## src/rtl/load_store_unit.sv

```systemverilog
// Load/store unit between a request port and a word-wide data memory.
// Build option LSU_MISALIGN_TRAP_EN: misaligned halves/words fault instead of being force-aligned.
module load_store_unit #(
  parameter logic [31:0] ADDR_LIMIT = 32'h0000_1000
) (
  input  logic        clk,
  input  logic        resetN,
  input  logic        reqValid,
  output logic        reqReady,
  input  logic        reqWrite,
  input  logic [1:0]  reqSize,
  input  logic        reqSigned,
  input  logic [31:0] reqAddr,
  input  logic [31:0] reqWdata,
  output logic        respValid,
  output logic        respFault,
  output logic [31:0] respData,
  output logic [31:0] memAddr,
  input  logic [31:0] memReadData,
  output logic [31:0] memWriteData,
  output logic        memWriteEnable
);

  // state     | meaning
  // IDLE      | ready for a request
  // LOAD      | memory word addressed, read data captured at end of cycle
  // STORE     | full-word write
  // RMW_READ  | sub-word store: capture current word
  // RMW_WRITE | sub-word store: write merged word
  // RESP      | one-cycle response strobe
  typedef enum logic [2:0] {IDLE, LOAD, STORE, RMW_READ, RMW_WRITE, RESP} state_t;

  state_t      state, state_nxt;
  logic [1:0]  size_q;
  logic        signed_q;
  logic [31:0] addr_q, wdata_q, word_q;
  logic [31:0] addr_eff, merged;
  logic        misalign, fault_acc;

  function automatic logic [31:0] extract(input logic [31:0] w, input logic [1:0] a,
                                          input logic [1:0] sz, input logic sg);
    logic [31:0] sh_b, sh_h;
    sh_b = w >> {a, 3'b000};
    sh_h = w >> {a[1], 4'b0000};
    case (sz)
      2'b00:   extract = {{24{sg & sh_b[7]}}, sh_b[7:0]};
      2'b01:   extract = {{16{sg & sh_h[15]}}, sh_h[15:0]};
      default: extract = w;
    endcase
  endfunction

  always_comb begin
    addr_eff = reqAddr;
`ifdef LSU_MISALIGN_TRAP_EN
    misalign = (reqSize == 2'b01 && reqAddr[0]) || (reqSize == 2'b10 && reqAddr[1:0] != 2'b00);
`else
    misalign = 1'b0;
    if (reqSize == 2'b01) addr_eff[0] = 1'b0;
    if (reqSize == 2'b10) addr_eff[1:0] = 2'b00;
`endif
    fault_acc = (reqSize == 2'b11) || (reqAddr >= ADDR_LIMIT) || misalign;
  end

  always_comb begin
    logic [31:0] mask, data;
    if (size_q == 2'b00) begin
      mask = 32'h0000_00FF << {addr_q[1:0], 3'b000};
      data = {4{wdata_q[7:0]}};
    end else begin
      mask = 32'h0000_FFFF << {addr_q[1], 4'b0000};
      data = {2{wdata_q[15:0]}};
    end
    merged = (word_q & ~mask) | (data & mask);
  end

  always_ff @(posedge clk) begin
    if (!resetN) begin
      state     <= IDLE;
      size_q    <= 2'b00;
      signed_q  <= 1'b0;
      addr_q    <= '0;
      wdata_q   <= '0;
      word_q    <= '0;
      respData  <= '0;
      respFault <= 1'b0;
    end else begin
      state <= state_nxt;
      case (state)
        IDLE: if (reqValid) begin
          size_q   <= reqSize;
          signed_q <= reqSigned;
          addr_q   <= addr_eff;
          wdata_q  <= reqWdata;
          if (fault_acc) begin
            respData  <= '0;
            respFault <= 1'b1;
          end
        end
        LOAD: begin
          respData  <= extract(memReadData, addr_q[1:0], size_q, signed_q);
          respFault <= 1'b0;
        end
        RMW_READ: word_q <= memReadData;
        STORE, RMW_WRITE: begin
          respData  <= '0;
          respFault <= 1'b0;
        end
        default: ;
      endcase
    end
  end

  always_comb begin
    state_nxt      = state;
    reqReady       = 1'b0;
    respValid      = 1'b0;
    memAddr        = '0;
    memWriteData   = '0;
    memWriteEnable = 1'b0;
    case (state)
      IDLE: begin
        reqReady = 1'b1;
        if (reqValid) begin
          if (fault_acc)             state_nxt = RESP;
          else if (!reqWrite)        state_nxt = LOAD;
          else if (reqSize == 2'b10) state_nxt = STORE;
          else                       state_nxt = RMW_READ;
        end
      end
      LOAD: begin
        memAddr   = {2'b00, addr_q[31:2]};
        state_nxt = RESP;
      end
      STORE: begin
        memAddr        = {2'b00, addr_q[31:2]};
        memWriteData   = wdata_q;
        memWriteEnable = resetN;
        state_nxt      = RESP;
      end
      RMW_READ: begin
        memAddr   = {2'b00, addr_q[31:2]};
        state_nxt = RMW_WRITE;
      end
      RMW_WRITE: begin
        memAddr        = {2'b00, addr_q[31:2]};
        memWriteData   = merged;
        memWriteEnable = resetN;
        state_nxt      = RESP;
      end
      RESP: begin
        respValid = 1'b1;
        state_nxt = IDLE;
      end
      default: state_nxt = IDLE;
    endcase
  end

endmodule

```

## config.mk

```make
export PLATFORM = sky130hd
export DESIGN_NAME = load_store_unit
export DESIGN_NICKNAME = d
export VERILOG_FILES = /design/src/rtl/load_store_unit.sv
export SDC_FILE = /design/constraint.sdc
export NUM_CORES = 1
export LEC_CHECK = 0
export BUFFER_PORTS_ARGS = -buffer_cell sky130_fd_sc_hd__buf_2
export CORE_MARGIN = 2
export CORE_UTILIZATION = 30
export CTS_BUF_LIST = sky130_fd_sc_hd__clkbuf_16
export DETAILED_ROUTE_END_ITERATION = 16
export PLACE_DENSITY = 0.57
export SYNTH_ARGS = -nofsm -noshare
export SYNTH_HDL_FRONTEND = slang
export SYNTH_SLANG_ARGS = --single-unit
```

## constraint.sdc

```tcl
create_clock -name clk -period 5.2 [get_ports clk]
set_clock_uncertainty 0.1 [all_clocks]
set_input_delay 0.52 -clock clk [delete_from_list [all_inputs] [get_ports clk]]
set_output_delay 0.52 -clock clk [all_outputs]
set_load 0.01 [all_outputs]
```

==> results.yml <==
run_status:
  run_status: "finished clean"
power_and_ir_drop:
  p_leak_nw: 3.40
  irDropWorstVdd_mv: 0.224
  power_density_mw_per_mm2: 330
grt:
  grt_pass1_wl_um: 34400
  grt_pass1_vias: 6185
  grtUsageTotal: 0.186
  overflow: 0
  grt_max_degree: 115
  antenna_found_initial: 3
drt:
  route.detailed.drc: 0
  via_count: 6397
  wire_per_inst_um: 17.4
  dr.pass1.iters: 5
  viasPerCell: 5.01
  wirelength_um: 22200
  ant_nets: 0
  first_iter_violations: 454
sta:
  final_hold_viol_count: 0
  worst_pin_slew_ns: 1.09
  fmax_mhz: 290
  drv_slew: 0
  slew_headroom: 0.271
  period_share: 0.664
  post-route-min-period_ns: 3.45
  fin_tns_setup_ns: 0
  setup_viol: 0
  rsz0062_at_grt: "no"
critical_path:
  crit_buf_inv: 1
  arrival_ns: 2.83
  end_kind: "output port"
  slowest_stage: "nor2_1"
  path_cells: "nor2_1, a21o_1, mux2i_1, o21ai_0, buf_2"
  crit_family: "simple AND/OR/NAND/NOR gates"
  slowest_delay_ns: 0.91
  critPathMaxFanout: 17
  worstPathRequired_ns: 4.58
  worstSetupPathType: "flop to output port"
  r2r_cells: 6
  start_kind: "flop"
  worst-path-stages: 5
place:
  dp.cells: 1246
  portBuffers: 200
  dp_hpwl_um: 15900
  gp_congestion: 0.827
clock_network:
  cts_made_buffers: 17
  cts_setup_buffers: 0
  cts_sinks: 135
  clkLatencyLatePin_ns: 0.42
  root_buffer: "clkbuf_16"
  hold_buffers: 0
  h-tree-depth: 4
  path_clk_slew_ns: 0.06
  cts_resized: 0
  clockBufferDepth: 2
  cts_tree: "yes"
yosys:
  ys_seq_area_frac: 0.409
  synth_area_leaders: "dfxtp_1 41%, nand2_1 13%, a21boi_0 11%"
  synth_edf_count: 0
  yosysWarnings: 0
  synthFlopType: "dfxtp_1"
  ys_types: 48
  synth_top_area_cell: "dfxtp_1"
  async_flop_share: 0
  syn_area_mm2: 0.00661
  ys_seq_elements: 135
  syn-instance-count: 829
  syn-mean-instance-area_um2: 7.97
  synth_top_area_frac: 0.409
floorplan:
  start_util: 0.305
  io_pins: 203
  core_mm2: 0.0217
  fp.dieH_um: 152
  rows: 54
  die_area_mm2: 0.0232
  dieWidth_um: 152
finish:
  drive_gt1_frac: 0.253
  stdcell_count: 1278
  num-nets-final: 1088
  syn_to_final_growth_pct: 25.1
  fill_cells: 2332
  fin_util: 0.381
worst_hold_path:
  worst_hold_path_type: "input port to flop"
  holdPathStages: 2
run:
  drv_cap: 0
==> logic make-up (layout without fill, tap and decap cells) <==
| logic type | after synthesis | count (layout) | synth area share |
|---|---|---|---|
| AO/OA/AOI/OAI | 245 | 245 | 0.254 |
| flip-flops | 135 | 135 | 0.409 |
| AND/OR/NAND/NOR | 343 | 343 | 0.237 |
| multiplexers | 26 | 26 | 0.0417 |
| buffers and inverters | 78 | 244 | 0.0568 |
| other | 1 | 4 | 0.000568 |
| XOR/XNOR | 1 | 1 | 0.00133 |
==> cells in the final DEF, fill, tap and decap left out, types with 4 or more instances in the layout <==
| cell | netlist | final |
|---|---|---|
| dfxtp_1 | 135 | 135 |
| inv_1 | 3 | 6 |
| a22o_1 | 25 | 25 |
| buf_4 | 7 | 12 |
| or3_1 | 7 | 7 |
| a21oi_1 | 25 | 25 |
| nor4_1 | 5 | 5 |
| o22ai_1 | 32 | 32 |
| mux2i_1 | 23 | 23 |
| nor3_1 | 8 | 8 |
| nor2_1 | 5 | 4 |
| nand2_1 | 225 | 224 |
| a21boi_0 | 97 | 97 |
| o31ai_1 | 8 | 8 |
| clkbuf_16 | 0 | 17 |
| nor2b_1 | 9 | 9 |
| o21ai_0 | 42 | 42 |
| o21a_1 | 5 | 5 |
| and2_1 | 32 | 31 |
| buf_2 | 23 | 199 |
| nand3_1 | 33 | 33 |
==> worst paths after layout <==
check	from	end	slack [ns]
setup / recovery	size_q[0]	memWriteData[19]	1.75
hold / removal	reqWrite	state[0]	0.19
setup reg to reg	state[2]	respData[11]	2.51
hold reg to reg	addr_q[12]	addr_q[12]	0.36
==> registers in the layout, indices dropped and copies added, names as in the netlist <==
register and flops:
addr_q 32, respData 32, wdata_q 32, word_q 32, state 3, size_q 2
respFault 1, signed_q 1
==> Yosys cell counts (all sizes together), types with 2 or more instances <==
cell type,number
a21boi,99
a21o,3
a21oi,25
a22o,25
a31oi,2
and2,33
and3b,2
buf,35
clkbuf,40
dfxtp,135
inv,3
mux2,2
mux2i,23
nand2,226
nand2b,3
nand3,33
nand4,3
nor2,6
nor2b,10
nor3,9
nor3b,2
nor4,5
o21a,5
o21ai,43
o22ai,32
o31ai,9
or3,7
==> power by group <==
part	total, W	internal [W]	switching [W]	leakage (nW)
clock	0.00118	0.000737	0.000447	0.283
sequential	0.00113	0.00109	0.0000433	1.10
combinational	0.000409	0.000148	0.000261	2.02
total	0.00272	0.00197	0.000751	3.40
==> worst register-to-register path: stages (launching register included) <==
cell	delay, ns
dfxtp_1	0.42
nor3_4	0.31
and2_2	0.49
buf_4	0.51
o21a_1	0.19
buf_4	0.34
o22ai_1	0.19
==> through the flow <==
stage	cell area, µm²	hold slack (ns)	power (W)	worst slack [ns]
after global placement	7690	0.336	0.00156	2.18
after CTS	8260	0.171	0.00276	1.71
after floorplan	6610	0.330	0.00141	3.10
final	8260	0.192	0.00272	1.75
after detailed placement	7690	0.351	0.00156	2.17
after global routing	8260	0.213	0.00285	1.54
==> final cells by class <==
type / instances / area [µm²] / share of cell area
diodes: 2 / 5.00 / 0.000606
clock buffers: 17 / 425 / 0.0515
clock inverters: 13 / 143 / 0.0173
inverters: 3 / 11.3 / 0.00136
multi-input cells: 617 / 3540 / 0.428
flip-flops and latches: 135 / 2700 / 0.327
well taps: 280 / 350 / 0.0424
repair buffers: 211 / 1090 / 0.131
==> per-layer routing <==
metal  wire, µm  GRT usage  part of all wire
met1       9480      0.226              0.43
met2      10800      0.318              0.49
met3       1480     0.0586             0.067
met4        392     0.0529             0.018
met5         13          0           0.00059
Power figures use the tool's default switching activity.
